===== config.mk =====
export PLATFORM = sky130hd
export DESIGN_NAME = mem_access
export DESIGN_NICKNAME = d
export VERILOG_FILES = /design/src/rtl/mem_access.sv
export SDC_FILE = /design/constraint.sdc
export NUM_CORES = 1
export LEC_CHECK = 0
export CAP_MARGIN = 20
export CORE_MARGIN = 1
export CORE_UTILIZATION = 46
export DETAILED_ROUTE_END_ITERATION = 7
export PLACE_DENSITY_LB_ADDON = 0.25
export SLEW_MARGIN = 20
export SYNTH_ARGS = -nofsm -noshare
export SYNTH_HDL_FRONTEND = slang
export SYNTH_SLANG_ARGS = --single-unit

===== constraint.sdc =====
create_clock -name clk -period 2.31 [get_ports clk]
set_input_delay 0.462 -clock clk [delete_from_list [all_inputs] [get_ports clk]]
set_output_delay 0.462 -clock clk [all_outputs]
set_load 0.05 [all_outputs]

===== src/rtl/mem_access.sv =====
// MEM stage and MEM/WB register: runs one data-memory req/ack transaction at a time.
// Optional build macro MEM_ALIGN_CHECK_EN rejects misaligned H/W accesses and flags addr_err.
module mem_access #(
    parameter int W          = 32,
    parameter int REG_ADDR_W = 5,
    parameter int SRC_W      = 2,
    parameter int DST_W      = 2
) (
    input  logic                  clk,
    input  logic                  rst,
    input  logic                  in_valid,
    input  logic                  in_mem_read,
    input  logic                  in_mem_write,
    input  logic [2:0]            in_mem_op,
    input  logic [W-1:0]          in_alu_result,
    input  logic [W-1:0]          in_store_data,
    input  logic [W-1:0]          in_pc,
    input  logic                  in_reg_write,
    input  logic [REG_ADDR_W-1:0] in_rd,
    input  logic [REG_ADDR_W-1:0] in_rt,
    input  logic [SRC_W-1:0]      in_reg_write_src,
    input  logic [DST_W-1:0]      in_reg_write_dst,
    output logic                  stall,
    output logic                  dmem_req,
    output logic                  dmem_we,
    output logic [W-1:0]          dmem_addr,
    output logic [3:0]            dmem_be,
    output logic [W-1:0]          dmem_wdata,
    input  logic                  dmem_ack,
    input  logic [W-1:0]          dmem_rdata,
    output logic                  out_valid,
    output logic                  out_reg_write,
    output logic [W-1:0]          out_alu_result,
    output logic [W-1:0]          out_mem_data,
    output logic [W-1:0]          out_pc,
    output logic [REG_ADDR_W-1:0] out_rd,
    output logic [REG_ADDR_W-1:0] out_rt,
    output logic [SRC_W-1:0]      out_reg_write_src,
    output logic [DST_W-1:0]      out_reg_write_dst,
    output logic                  addr_err,
    output logic                  state_dbg
);

    // Handshake: dmem_req/we/addr/be/wdata stay stable from the request edge until the
    // cycle dmem_ack is high; that cycle completes the transfer and dmem_rdata is valid.
    typedef enum logic {IDLE = 1'b0, BUSY = 1'b1} state_t;
    state_t state, state_next;

    logic                  mem_op, is_byte, is_half, misaligned;
    logic [3:0]            be_calc;
    logic [W-1:0]          wdata_calc;
    logic [2:0]            op_q;
    logic [1:0]            lane_q;
    logic [W-1:0]          alu_q, pc_q;
    logic                  rw_q;
    logic [REG_ADDR_W-1:0] rd_q, rt_q;
    logic [SRC_W-1:0]      src_q;
    logic [DST_W-1:0]      dst_q;
    logic [7:0]            byte_lane;
    logic [15:0]           half_lane;
    logic [W-1:0]          load_data;

    assign mem_op  = in_valid & (in_mem_read | in_mem_write);
    assign is_byte = (in_mem_op == 3'd0) | (in_mem_op == 3'd1);
    assign is_half = (in_mem_op == 3'd2) | (in_mem_op == 3'd3);
    assign state_dbg = (state == BUSY);

`ifdef MEM_ALIGN_CHECK_EN
    assign misaligned = mem_op & ((is_half & in_alu_result[0]) |
                                  (!is_byte && !is_half && (in_alu_result[1:0] != 2'b00)));
`else
    assign misaligned = 1'b0;
`endif

    always_comb begin
        be_calc    = 4'b1111;
        wdata_calc = in_store_data;
        if (is_byte) begin
            be_calc    = 4'b0001 << in_alu_result[1:0];
            wdata_calc = {(W/8){in_store_data[7:0]}};
        end else if (is_half) begin
            be_calc    = in_alu_result[1] ? 4'b1100 : 4'b0011;
            wdata_calc = {(W/16){in_store_data[15:0]}};
        end
    end

    always_comb begin
        byte_lane = dmem_rdata[7:0];
        case (lane_q)
            2'd1:    byte_lane = dmem_rdata[15:8];
            2'd2:    byte_lane = dmem_rdata[23:16];
            2'd3:    byte_lane = dmem_rdata[31:24];
            default: byte_lane = dmem_rdata[7:0];
        endcase
        half_lane = lane_q[1] ? dmem_rdata[31:16] : dmem_rdata[15:0];
        case (op_q)
            3'd0:    load_data = {{(W-8){byte_lane[7]}}, byte_lane};
            3'd1:    load_data = {{(W-8){1'b0}}, byte_lane};
            3'd2:    load_data = {{(W-16){half_lane[15]}}, half_lane};
            3'd3:    load_data = {{(W-16){1'b0}}, half_lane};
            default: load_data = dmem_rdata;
        endcase
    end

    always_comb begin
        state_next = state;
        stall      = 1'b0;
        case (state)
            IDLE: if (mem_op && !misaligned) begin
                state_next = BUSY;
                stall      = 1'b1;
            end
            BUSY: if (dmem_ack) state_next = IDLE;
                  else          stall      = 1'b1;
            default: state_next = IDLE;
        endcase
    end

    always_ff @(posedge clk) begin
        if (!rst) state <= IDLE;
        else      state <= state_next;
    end

    always_ff @(posedge clk) begin
        if (!rst) begin
            dmem_req <= 1'b0; dmem_we <= 1'b0; dmem_addr <= '0; dmem_be <= 4'b0; dmem_wdata <= '0;
            op_q <= 3'd0; lane_q <= 2'd0; alu_q <= '0; pc_q <= '0; rw_q <= 1'b0;
            rd_q <= '0; rt_q <= '0; src_q <= '0; dst_q <= '0;
            out_valid <= 1'b0; out_reg_write <= 1'b0; out_alu_result <= '0; out_mem_data <= '0;
            out_pc <= '0; out_rd <= '0; out_rt <= '0; out_reg_write_src <= '0;
            out_reg_write_dst <= '0; addr_err <= 1'b0;
        end else begin
            addr_err <= 1'b0;
            case (state)
                IDLE: if (mem_op && !misaligned) begin
                    dmem_req   <= 1'b1;
                    dmem_we    <= in_mem_write;
                    dmem_addr  <= {in_alu_result[W-1:2], 2'b00};
                    dmem_be    <= be_calc;
                    dmem_wdata <= wdata_calc;
                    op_q <= in_mem_op; lane_q <= in_alu_result[1:0];
                    alu_q <= in_alu_result; pc_q <= in_pc; rw_q <= in_reg_write;
                    rd_q <= in_rd; rt_q <= in_rt; src_q <= in_reg_write_src; dst_q <= in_reg_write_dst;
                    out_valid     <= 1'b0;
                    out_reg_write <= 1'b0;
                end else begin
                    // Pass-through slot; a rejected misaligned access retires without a write.
                    out_valid         <= in_valid;
                    out_reg_write     <= in_valid & in_reg_write & !misaligned;
                    out_alu_result    <= in_alu_result;
                    out_mem_data      <= '0;
                    out_pc            <= in_pc;
                    out_rd            <= in_rd;
                    out_rt            <= in_rt;
                    out_reg_write_src <= in_reg_write_src;
                    out_reg_write_dst <= in_reg_write_dst;
                    addr_err          <= misaligned;
                end
                BUSY: if (dmem_ack) begin
                    dmem_req <= 1'b0; dmem_we <= 1'b0; dmem_be <= 4'b0;
                    out_valid         <= 1'b1;
                    out_reg_write     <= rw_q;
                    out_alu_result    <= alu_q;
                    out_mem_data      <= dmem_we ? '0 : load_data;
                    out_pc            <= pc_q;
                    out_rd            <= rd_q;
                    out_rt            <= rt_q;
                    out_reg_write_src <= src_q;
                    out_reg_write_dst <= dst_q;
                end else begin
                    out_valid     <= 1'b0;
                    out_reg_write <= 1'b0;
                end
                default: ;
            endcase
        end
    end

endmodule


==> impl_results.md <==
- Peak Freq: 450 MHz
- Iteration-0 DRC count of the detailed router: 434
- Largest net degree at the start of global routing: 123
- Register area share after synthesis: 47.6%
- Critical path launch point type: flop
- Clock power frac: 37.1%
- Setup crit end kind: output port
- First-pass GRT wire length: 44.0 mm
- CTS Buffer Depth: 3
- # H-tree levels: 1
- Area leader, netlist: dfxtp_1
- Die area: 21900 um2
- WP data arrival: about 1.8 ns
- Clk Latency, worst-skew pair: 0.52 ns
- Syn Inst Count: 1130
- Via density: 5.24
- TritonCTS clock tree: built
- Tmin final: 2.22 ns
- FF-to-FF End: out_pc[2]
- Final Slew Violations: 0
- Routed wire length: 28.0 mm
- Leakage power: between 5 and 6 nW
- Share of cells above drive strength 1: between 5 and 6%
- Hold WS: between 0.4 and 0.5 ns
- Min-Delay Path Class: reg2reg
- Num rows: 53
- Flop2flop setup slack: 0.57 ns
- WL/cell: 16.6 um
- Count leader, synth: dfxtp_1
- Detailed placement HPWL: 19.4 mm
- Asr flop ratio synth: 0%
- Hold EP: rt_q[4]
- Initial antenna violation count: 0
- Number of buffers added on ports: around 330
- # Max-Cap Violations: 0
- Antenna Violating Nets Remaining: 0
- Clock Pin Slew Worst Setup and Hold Paths: around 0.060 ns
- Pint: 7.99 mW
- CTS sink count: 233
- Synth Flop Type: dfxtp_1
- Worst-path fanout max: 9
- Worst Tran Pin Value: 0.614 ns
- Diode count: 0
- Seq cells post-synth: 233
- Status: completed
- Synth area leaders: dfxtp_1 (48%), mux2i_1 (10%), nand2_1 (8.4%), a211oi_1 (6.8%), a21oi_1 (5.6%)
- RSZ-0062 raised after global routing: no
- Post-synth top area share: a little under half
- Vias post-DR: 8873
- Remaining DRCs: 0
- Fin crit share: 96.1%
- Hold depth: 2
- Worst r2r path cells: 6
- Hold Crit Start: rt_q[4]
- Combinational fraction of design power: 23.6%
- Slew margin rel.: 59.0%
- Num CTS Buffers: 26
- Final Net Count: 1550
- Root Buffer: clkbuf_16
- Reg2Reg Launch Point: state_dbg
- Final setup TNS: 0 ns
- Setup Viol. Count Final: 0
- Final Cell Area: around 14000 um2
- Cts hold-fix bufs: 0
- GRT overflow: 0
- Sequential power share: between 30% and 40%
- Total GRT Usage: 24.9%
- Avg Cell Area, Syn: approximately 8.7 um2
- Max IR drop VDD: 0.688 mV
- I/O pin cnt: 337
- DP Area: 13200 um2
- Req. time, crit path: 1.85 ns
- Setup Fix Bufs, Post-CTS: 0
- Synth Warn #: 0
- First-pass iteration count of the detailed router: 4
- Die height: 148 um
- Vias in the first global route: 8311
- Power Density: 810 nW/um2
- NetSw: ~3.4 mW
- Netlist cell types: 41
- Final hold vios: 0
- Horiz. Die Dim: roughly 150 um
- Sw Ratio: 30.1%
- Area grow syn2layout: 43.9%
- Top cells by count, synth: dfxtp_1 (233), nand2_1 (220), nor2_1 (119)
- Resized Gates After CTS: 0
- Initial cell density of the core: 46.8%
- Clk_skew: 0.0151 ns
- Placer Congestion: 0.876
- Post-synth EDFFs: 0
- Core Region: around 21000 um2
- Crit Path Class: reg2out
- Synth Cell Area: 9810 um2
power groups by stage:
stage                     logic, mW  clock network (mW)  registers, mW
after global placement         2.67                   0           4.56
after CTS                      2.70                4.33           4.49
after detailed placement       2.69                   0           4.58
final                          2.69                4.24           4.49
after global routing           2.85                4.50           4.53
after floorplan                1.01                   0           5.26
worst max-delay path by stage:
| stage | start | endpoint | slack [ns] | depth (start not counted) |
|---|---|---|---|---|
| floorplan | state_dbg | stall | 0.12 | 5 |
| global placement | in_valid | dmem_wdata[27] | 0.17 | 6 |
| detailed placement | in_mem_write | out_pc[4] | 0.1 | 7 |
| CTS | alu_q[13] | dmem_addr[13] | 0.07 | 1 |
| global route | state_dbg | stall | 0.01 | 4 |
| finish | state_dbg | stall | 0.09 | 4 |
registers in the layout (all words and copies together) (netlist names), 4 cells and up:
| signal | flops |
|---|---|
| alu_q | 31 |
| out_rt | 5 |
| out_mem_data | 32 |
| dmem_wdata | 32 |
| out_rd | 5 |
| out_pc | 32 |
| rt_q | 5 |
| rd_q | 5 |
| out_alu_result | 32 |
| dmem_be | 4 |
| pc_q | 32 |
area by class of cell:
class,count,area [um2]
Fill cell,1756,6840
Sequential cell,233,4670
Tap cell,275,344
Timing Repair Buffer,364,3720
Clock inverter,5,78.8
Multi-Input combinational cell,769,4460
Clock buffer,42,822
Inverter,4,20.0
metrics by stage:
step | total power [mW] | utilization [%] | setup WS [ns] | cells
2_1_floorplan | 6.27 | - | 0.121 | 1132
3_3_place_gp | 7.23 | 63.0 | 0.170 | 1645
3_5_place_dp | 7.27 | 63.0 | 0.0953 | 1645
4_1_cts | 11.5 | 67.3 | 0.0682 | 1692
5_1_grt | 11.9 | 67.3 | 0.0143 | 1692
6_report | 11.4 | 67.3 | 0.0891 | 1692
critical path: stages (launching register included):
cell and delay, ns:
dfxtp_4 0.43, and2b_1 0.30, a21oi_4 0.22, inv_1 0.10
buf_4 0.20
logic make-up after synthesis:
| logic type | Yosys count | share of synthesized area (%) |
|---|---|---|
| simple gates | 370 | 15.0 |
| mux | 103 | 10.6 |
| compound gates | 293 | 19.6 |
| flops | 233 | 47.6 |
| other cells | 1 | 0.0382 |
| buf+inv | 130 | 7.27 |
layer usage:
metal  up-vias  share of wire [%]  wire (um)  global-route usage, %
met2       295                 47      13300                   40.6
met3        59                8.4       2350                   7.01
met1      4093                 41      11500                   31.1
li1       4426                  -          -                      -
met5         -                  0          0                      0
met4         0                3.4        947                   9.28
placed cells by master, fill, tap and decap left out, types with 4 or more instances in the layout:
cell type	netlist	final
dfxtp_1	233	232
o21ai_0	32	32
buf_4	40	20
a211oi_1	89	89
clkbuf_16	0	27
nor2_1	119	118
o22ai_1	5	5
nand2_1	220	219
clkbuf_8	0	9
a21oi_1	110	110
o2bb2ai_1	29	29
buf_12	0	13
a311oi_1	8	8
nor2b_1	6	6
clkdlybuf4s50_1	0	330
a22o_1	4	4
mux2i_1	100	100
nand2b_1	6	6
clkbuf_1	35	6
o21a_1	4	4
nand3_1	5	5
No activity file was read; power rests on OpenSTA's default activity.
